$ cat config.mk
export PLATFORM = sky130hd
export DESIGN_NAME = div_unit
export DESIGN_NICKNAME = d
export VERILOG_FILES = /design/src/rtl/div_unit.sv
export SDC_FILE = /design/constraint.sdc
export NUM_CORES = 1
export LEC_CHECK = 0
export BUFFER_PORTS_ARGS = -buffer_cell sky130_fd_sc_hd__buf_2
export CORE_ASPECT_RATIO = 2
export CORE_MARGIN = 4
export CORE_UTILIZATION = 55
export DETAILED_ROUTE_END_ITERATION = 6
export PLACE_DENSITY = 0.73
export SYNTH_ARGS = -nofsm -noshare
export SYNTH_HDL_FRONTEND = slang
export SYNTH_SLANG_ARGS = --single-unit
$ cat constraint.sdc
create_clock -name clk -period 4.3 [get_ports clk]
set_input_delay 0.215 -clock clk [delete_from_list [all_inputs] [get_ports clk]]
set_output_delay 0.215 -clock clk [all_outputs]
set_load 0.01 [all_outputs]
$ cat src/rtl/div_unit.sv
// div_unit: iterative restoring radix-2 divider for DIV/DIVU.
// Ports: clk, rst (sync, active-high), signed_div, opdata1 (dividend),
//   opdata2 (divisor), start, annul -> result {rem, quot}, ready.
module div_unit #(
  parameter int WIDTH = 32
) (
  input  logic               clk,
  input  logic               rst,
  input  logic               signed_div,
  input  logic [WIDTH-1:0]   opdata1,
  input  logic [WIDTH-1:0]   opdata2,
  input  logic               start,
  input  logic               annul,
  output logic [2*WIDTH-1:0] result,
  output logic               ready
);

  localparam int CW = $clog2(WIDTH + 1);
  localparam logic [CW-1:0] LAST = CW'(WIDTH);

  typedef enum logic [1:0] {
    IDLE,
    BYZERO,
    BUSY,
    DONE
  } state_t;

  state_t state, state_nx;

  logic [WIDTH-1:0] dvs;
  logic [WIDTH-1:0] quot;
  logic [WIDTH-1:0] rem;
  logic             qneg;
  logic             rneg;
  logic [CW-1:0]    cnt;

  logic [WIDTH-1:0] op1_abs;
  logic [WIDTH-1:0] op2_abs;
  logic [WIDTH:0]   rem_sh;
  logic [WIDTH+1:0] diff;
  logic [WIDTH-1:0] rem_fin;
  logic [WIDTH-1:0] quot_fin;

  assign op1_abs = (signed_div && opdata1[WIDTH-1]) ? -opdata1 : opdata1;
  assign op2_abs = (signed_div && opdata2[WIDTH-1]) ? -opdata2 : opdata2;

  // quot holds the not-yet-consumed dividend bits in its upper part;
  // its MSB is the next bit shifted into the partial remainder.
  assign rem_sh = {rem, quot[WIDTH-1]};
  assign diff   = {1'b0, rem_sh} - {2'b00, dvs};

  assign rem_fin  = rneg ? -rem : rem;
  assign quot_fin = qneg ? -quot : quot;

  always_comb begin
    state_nx = state;
    case (state)
      IDLE: begin
        if (start && !annul) begin
          state_nx = (opdata2 == '0) ? BYZERO : BUSY;
        end
      end
      BYZERO: state_nx = annul ? IDLE : DONE;
      BUSY: begin
        if (annul) begin
          state_nx = IDLE;
        end else if (cnt == LAST) begin
          state_nx = DONE;
        end
      end
      DONE: begin
        if (annul || !start) begin
          state_nx = IDLE;
        end
      end
      default: state_nx = IDLE;
    endcase
  end

  always_ff @(posedge clk) begin
    if (rst) begin
      state  <= IDLE;
      ready  <= 1'b0;
      result <= '0;
      cnt    <= '0;
      dvs    <= '0;
      quot   <= '0;
      rem    <= '0;
      qneg   <= 1'b0;
      rneg   <= 1'b0;
    end else begin
      state <= state_nx;
      case (state)
        IDLE: begin
          ready  <= 1'b0;
          result <= '0;
          if (state_nx == BUSY) begin
            dvs  <= op2_abs;
            quot <= op1_abs;
            rem  <= '0;
            cnt  <= '0;
            qneg <= signed_div & (opdata1[WIDTH-1] ^ opdata2[WIDTH-1]);
            rneg <= signed_div & opdata1[WIDTH-1];
          end
        end
        BYZERO: begin
          result <= '0;
          ready  <= (state_nx == DONE);
        end
        BUSY: begin
          if (state_nx == IDLE) begin
            ready  <= 1'b0;
            result <= '0;
          end else if (state_nx == DONE) begin
            ready  <= 1'b1;
            result <= {rem_fin, quot_fin};
          end else begin
            // Trial subtract: a clear top bit means rem_sh >= divisor.
            if (!diff[WIDTH+1]) begin
              rem <= diff[WIDTH-1:0];
            end else begin
              rem <= rem_sh[WIDTH-1:0];
            end
            quot <= {quot[WIDTH-2:0], ~diff[WIDTH+1]};
            cnt  <= cnt + 1'b1;
          end
        end
        DONE: begin
          if (state_nx == IDLE) begin
            ready  <= 1'b0;
            result <= '0;
          end
        end
        default: begin
          ready  <= 1'b0;
          result <= '0;
        end
      endcase
    end
  end

endmodule
==> results.cfg <==
[run_status]
status = complete, no violations

[synth]
seq_area_frac_synth_pct = 31.8
synth_area_mm2 = 0.0108
synthCells = 1358
yosysWarnings = 0
synth_seq_cells = 171
syn_nets = 1474
synth_edf_count = 0
ys.flop_type = dfxtp_1
syn_avg_cell_area_um2 = 7.92
ys_types = 61
ys_async_sr_fraction_pct = 0

[final_layout]
syn2layout_area_growth_pct = 13.6
nFillCells = 1894
multiInputGateArea_mm2 = 0.00689
antenna_cells = 0
seqCellArea_mm2 = 0.00342
drive_above_1_share_pct = 14.2
nets = 1575

[global_route]
grt-ovfl-total = 0
antenna_found_initial = 0
grt_first_pass_wirelength_um = 51300
grt_pass1_vias = 10300
grt_max_degree = 64
gr-usage-all-layers_pct = 30.0

[worst_setup_path]
crit_path_start_kind = input pin
startpoint = opdata2[0]
crit_buf_inv = 4
path_cells = buf_2 > inv_1 > ha_1 > or4b_2 > or3_1 > nor3_1 > and2_1 > o21ai_0 > inv_1 > ha_1 > o21ai_0 > o211a_1 > nor2_2 > buf_4 > nand2_1 > o21ai_0
cp-end-kind = flop
crit_fanout = 24
path_depth = 16
cp_data_required_time_ns = 4.68
reg2regPathDepth = 11
slowest_delay_ns = 0.79
slowest_stage = nor2_2
crit_path_frequent_cell = o21ai_0
timing.rr.start = dvs[12]
critPathArrivalTime_ns = 4.15
critical_path_class = input pin to flop
cpLargestDelayFamily = simple AND/OR/NAND/NOR gates

[floorplanning]
die_h_um = 206
initial_core_util_pct = 55.8
core_mm2 = 0.0193
rows = 72
fp.dieW_um = 107
io_pins = 134
die_area_mm2 = 0.0220

[placement]
pre_cts_ws_ns = 0.101
place.detailed.hpwl_um = 25300
io_buffer_count = 133
place.gp.congestion = 0.918

[clock_network]
clockBufferDepth = 2
clkLatencyLatePin_ns = 0.45
path_clk_slew_ns = 0.06
tritoncts = yes
h-tree-depth = 4
post_cts_buffers = 0
clock_sinks = 171
cts_buffers = 17
cts_root_buffer = clkbuf_16
cts_hold_buf = 0
cts_resized = 0

[timing]
max_freq_mhz = 265
fin_crit_ns = 3.77
rsz0062_at_grt = false
whs_ns = 0.0452
setup_slack_ns = 0.527
post-route-period-util_pct = 87.7
setup_viol = 0
setup-tns-final_ns = 0
slew_viol_final = 0
clock_skew_ns = 0.00787
hold_violations = 0
tightest_slew_ns = 1.21
slew_headroom_pct = 19.1

[pwr]
power_density_mw_per_mm2 = 575
irDropWorstVdd_mv = 0.433
leakagePower_nw = 4.90

[route]
viasPerCell = 6.08
route.detailed.drc = 0
dr.pass1.iters = 7
dr_wl_met3_um = 1160
antenna_left = 0
routed-wl-met2_um = 18200
met1_length_um = 10700
top_layer = met4
drt_wl_total_um = 32800
vias = 10500
drt_iter0_markers = 541
avgRoutedWirePerCell_um = 18.9

[min_path]
min_from = opdata1[0]
hold_path_class = input pin to flop
hold-path-cell-count = 3

[run]
drv_cap = 0
==> cell usage after synthesis (3+ instances only) <==
| cell type | count | area, µm² |
|---|---|---|
| dfxtp_1 | 171 | 3420 |
| nand2_1 | 143 | 537 |
| nor2_1 | 143 | 537 |
| o21ai_0 | 112 | 561 |
| xnor2_1 | 78 | 683 |
| clkbuf_1 | 73 | 274 |
| a21oi_1 | 69 | 345 |
| xor2_1 | 65 | 569 |
| inv_1 | 55 | 206 |
| ha_1 | 46 | 576 |
| a22oi_1 | 41 | 308 |
| o31ai_1 | 29 | 218 |
| a211oi_1 | 27 | 203 |
| a222oi_1 | 27 | 270 |
| nor3_1 | 27 | 135 |
| mux2i_1 | 25 | 250 |
| or4_1 | 21 | 158 |
| or3_1 | 20 | 125 |
| o41ai_1 | 16 | 140 |
| nand2b_1 | 14 | 87.6 |
| nand3_1 | 13 | 65.1 |
| a21o_1 | 12 | 90.1 |
| nand4_1 | 11 | 68.8 |
| o21a_1 | 9 | 67.6 |
| nor2b_1 | 8 | 50.1 |
| or2_2 | 8 | 50.1 |
| a31oi_1 | 7 | 43.8 |
| a22o_1 | 6 | 52.6 |
| a311oi_1 | 6 | 52.6 |
| nor4_1 | 6 | 37.5 |
| o211ai_1 | 6 | 45.0 |
| and2_1 | 5 | 31.3 |
| and3_1 | 5 | 31.3 |
| o21bai_1 | 5 | 37.5 |
| a21boi_0 | 4 | 30.0 |
| o2bb2a_1 | 4 | 40.0 |
| nand3b_1 | 3 | 22.5 |
| o2111ai_1 | 3 | 26.3 |
| o211a_1 | 3 | 30.0 |
| or4_4 | 3 | 33.8 |
==> stage by stage <==
step | total power [mW] | instances | utilization (%) | cell area (µm²)
floorplan | 4.57 | 1358 | - | 10800
global placement | 5.57 | 1699 | 60.7 | 11700
detailed placement | 5.62 | 1699 | 60.7 | 11700
CTS | 7.04 | 1729 | 63.4 | 12200
global route | 7.51 | 1729 | 63.4 | 12200
finish | 7.03 | 1729 | 63.4 | 12200
==> final cells by class <==
cell class / count / area share [%]
Timing Repair Buffer: 158 / 7.10
Clock buffer: 24 / 3.94
Sequential cell: 171 / 28.0
Clock inverter: 6 / 0.338
Multi-Input combinational cell: 1056 / 56.3
Tap cell: 259 / 2.65
Inverter: 55 / 1.69
==> state kept, by name, indices dropped and copies added, names as in the netlist <==
register / count
cnt: 6
dvs: 32
qneg: 1
quot: 32
ready: 1
rem: 32
result: 64
rneg: 1
state: 2
==> final timing paths <==
check | end | slack [ns]
setup / recovery | rem[10] | 0.53
hold reg to reg | result[61] | 0.46
hold / removal | quot[0] | 0.05
setup reg to reg | rem[23] | 0.60
==> layer usage <==
layer,global-route usage [%],vias up
li1,-,5119
met1,26.2,4962
met2,58.3,306
met3,4.87,120
met4,23.5,0
met5,0,-
==> report_power, final <==
group | switching (mW) | internal, mW
logic | 2.23 | 1.30
registers | 0.271 | 1.82
clock network | 0.630 | 0.775
==> cells by family (layout without fill, tap and decap cells) <==
group | count (synthesis) | count (layout) | share of synthesized area, %
AO/OA/AOI/OAI | 403 | 403 | 25.1
adder cells (fa/ha/maj) | 47 | 47 | 5.53
XOR/XNOR | 143 | 143 | 11.6
multiplexers | 25 | 25 | 2.33
buffers and inverters | 131 | 243 | 4.59
AND/OR/NAND/NOR | 438 | 438 | 19.0
flip-flops | 171 | 171 | 31.8
==> worst reg2reg max path, stage by stage, from the launching register on <==
cell and delay [ns]:
dfxtp_1 0.32, inv_1 0.06, ha_1 0.43, a211oi_1 0.48, o21ai_0 0.22, a311oi_1 0.55, nand4_1 0.24, a21oi_1 0.33
o21ai_4 0.29, buf_4 0.33, mux2i_1 0.21, o21ai_0 0.11
==> layout by cell type, fill, tap and decap left out, types with 6 or more instances in the layout <==
| cell type | instances |
|---|---|
| nand3_1 | 13 |
| xor2_1 | 65 |
| or3_1 | 20 |
| a22o_1 | 6 |
| or2_2 | 8 |
| nor3_1 | 27 |
| nor4_1 | 6 |
| a22oi_1 | 41 |
| o31ai_1 | 29 |
| a21o_1 | 12 |
| o21ai_0 | 112 |
| dfxtp_1 | 171 |
| nand2b_1 | 14 |
| clkbuf_16 | 17 |
| o211ai_1 | 6 |
| ha_1 | 46 |
| nand2_1 | 143 |
| mux2i_1 | 25 |
| or4_1 | 21 |
| xnor2_1 | 78 |
| nor2_1 | 140 |
| inv_1 | 55 |
| nor2b_1 | 7 |
| a31oi_1 | 7 |
| o41ai_1 | 16 |
| a311oi_1 | 6 |
| o21a_1 | 9 |
| a222oi_1 | 27 |
| buf_2 | 132 |
| nand4_1 | 11 |
| a21oi_1 | 69 |
| buf_4 | 25 |
| a211oi_1 | 27 |
(Power assumes the default switching activity.)
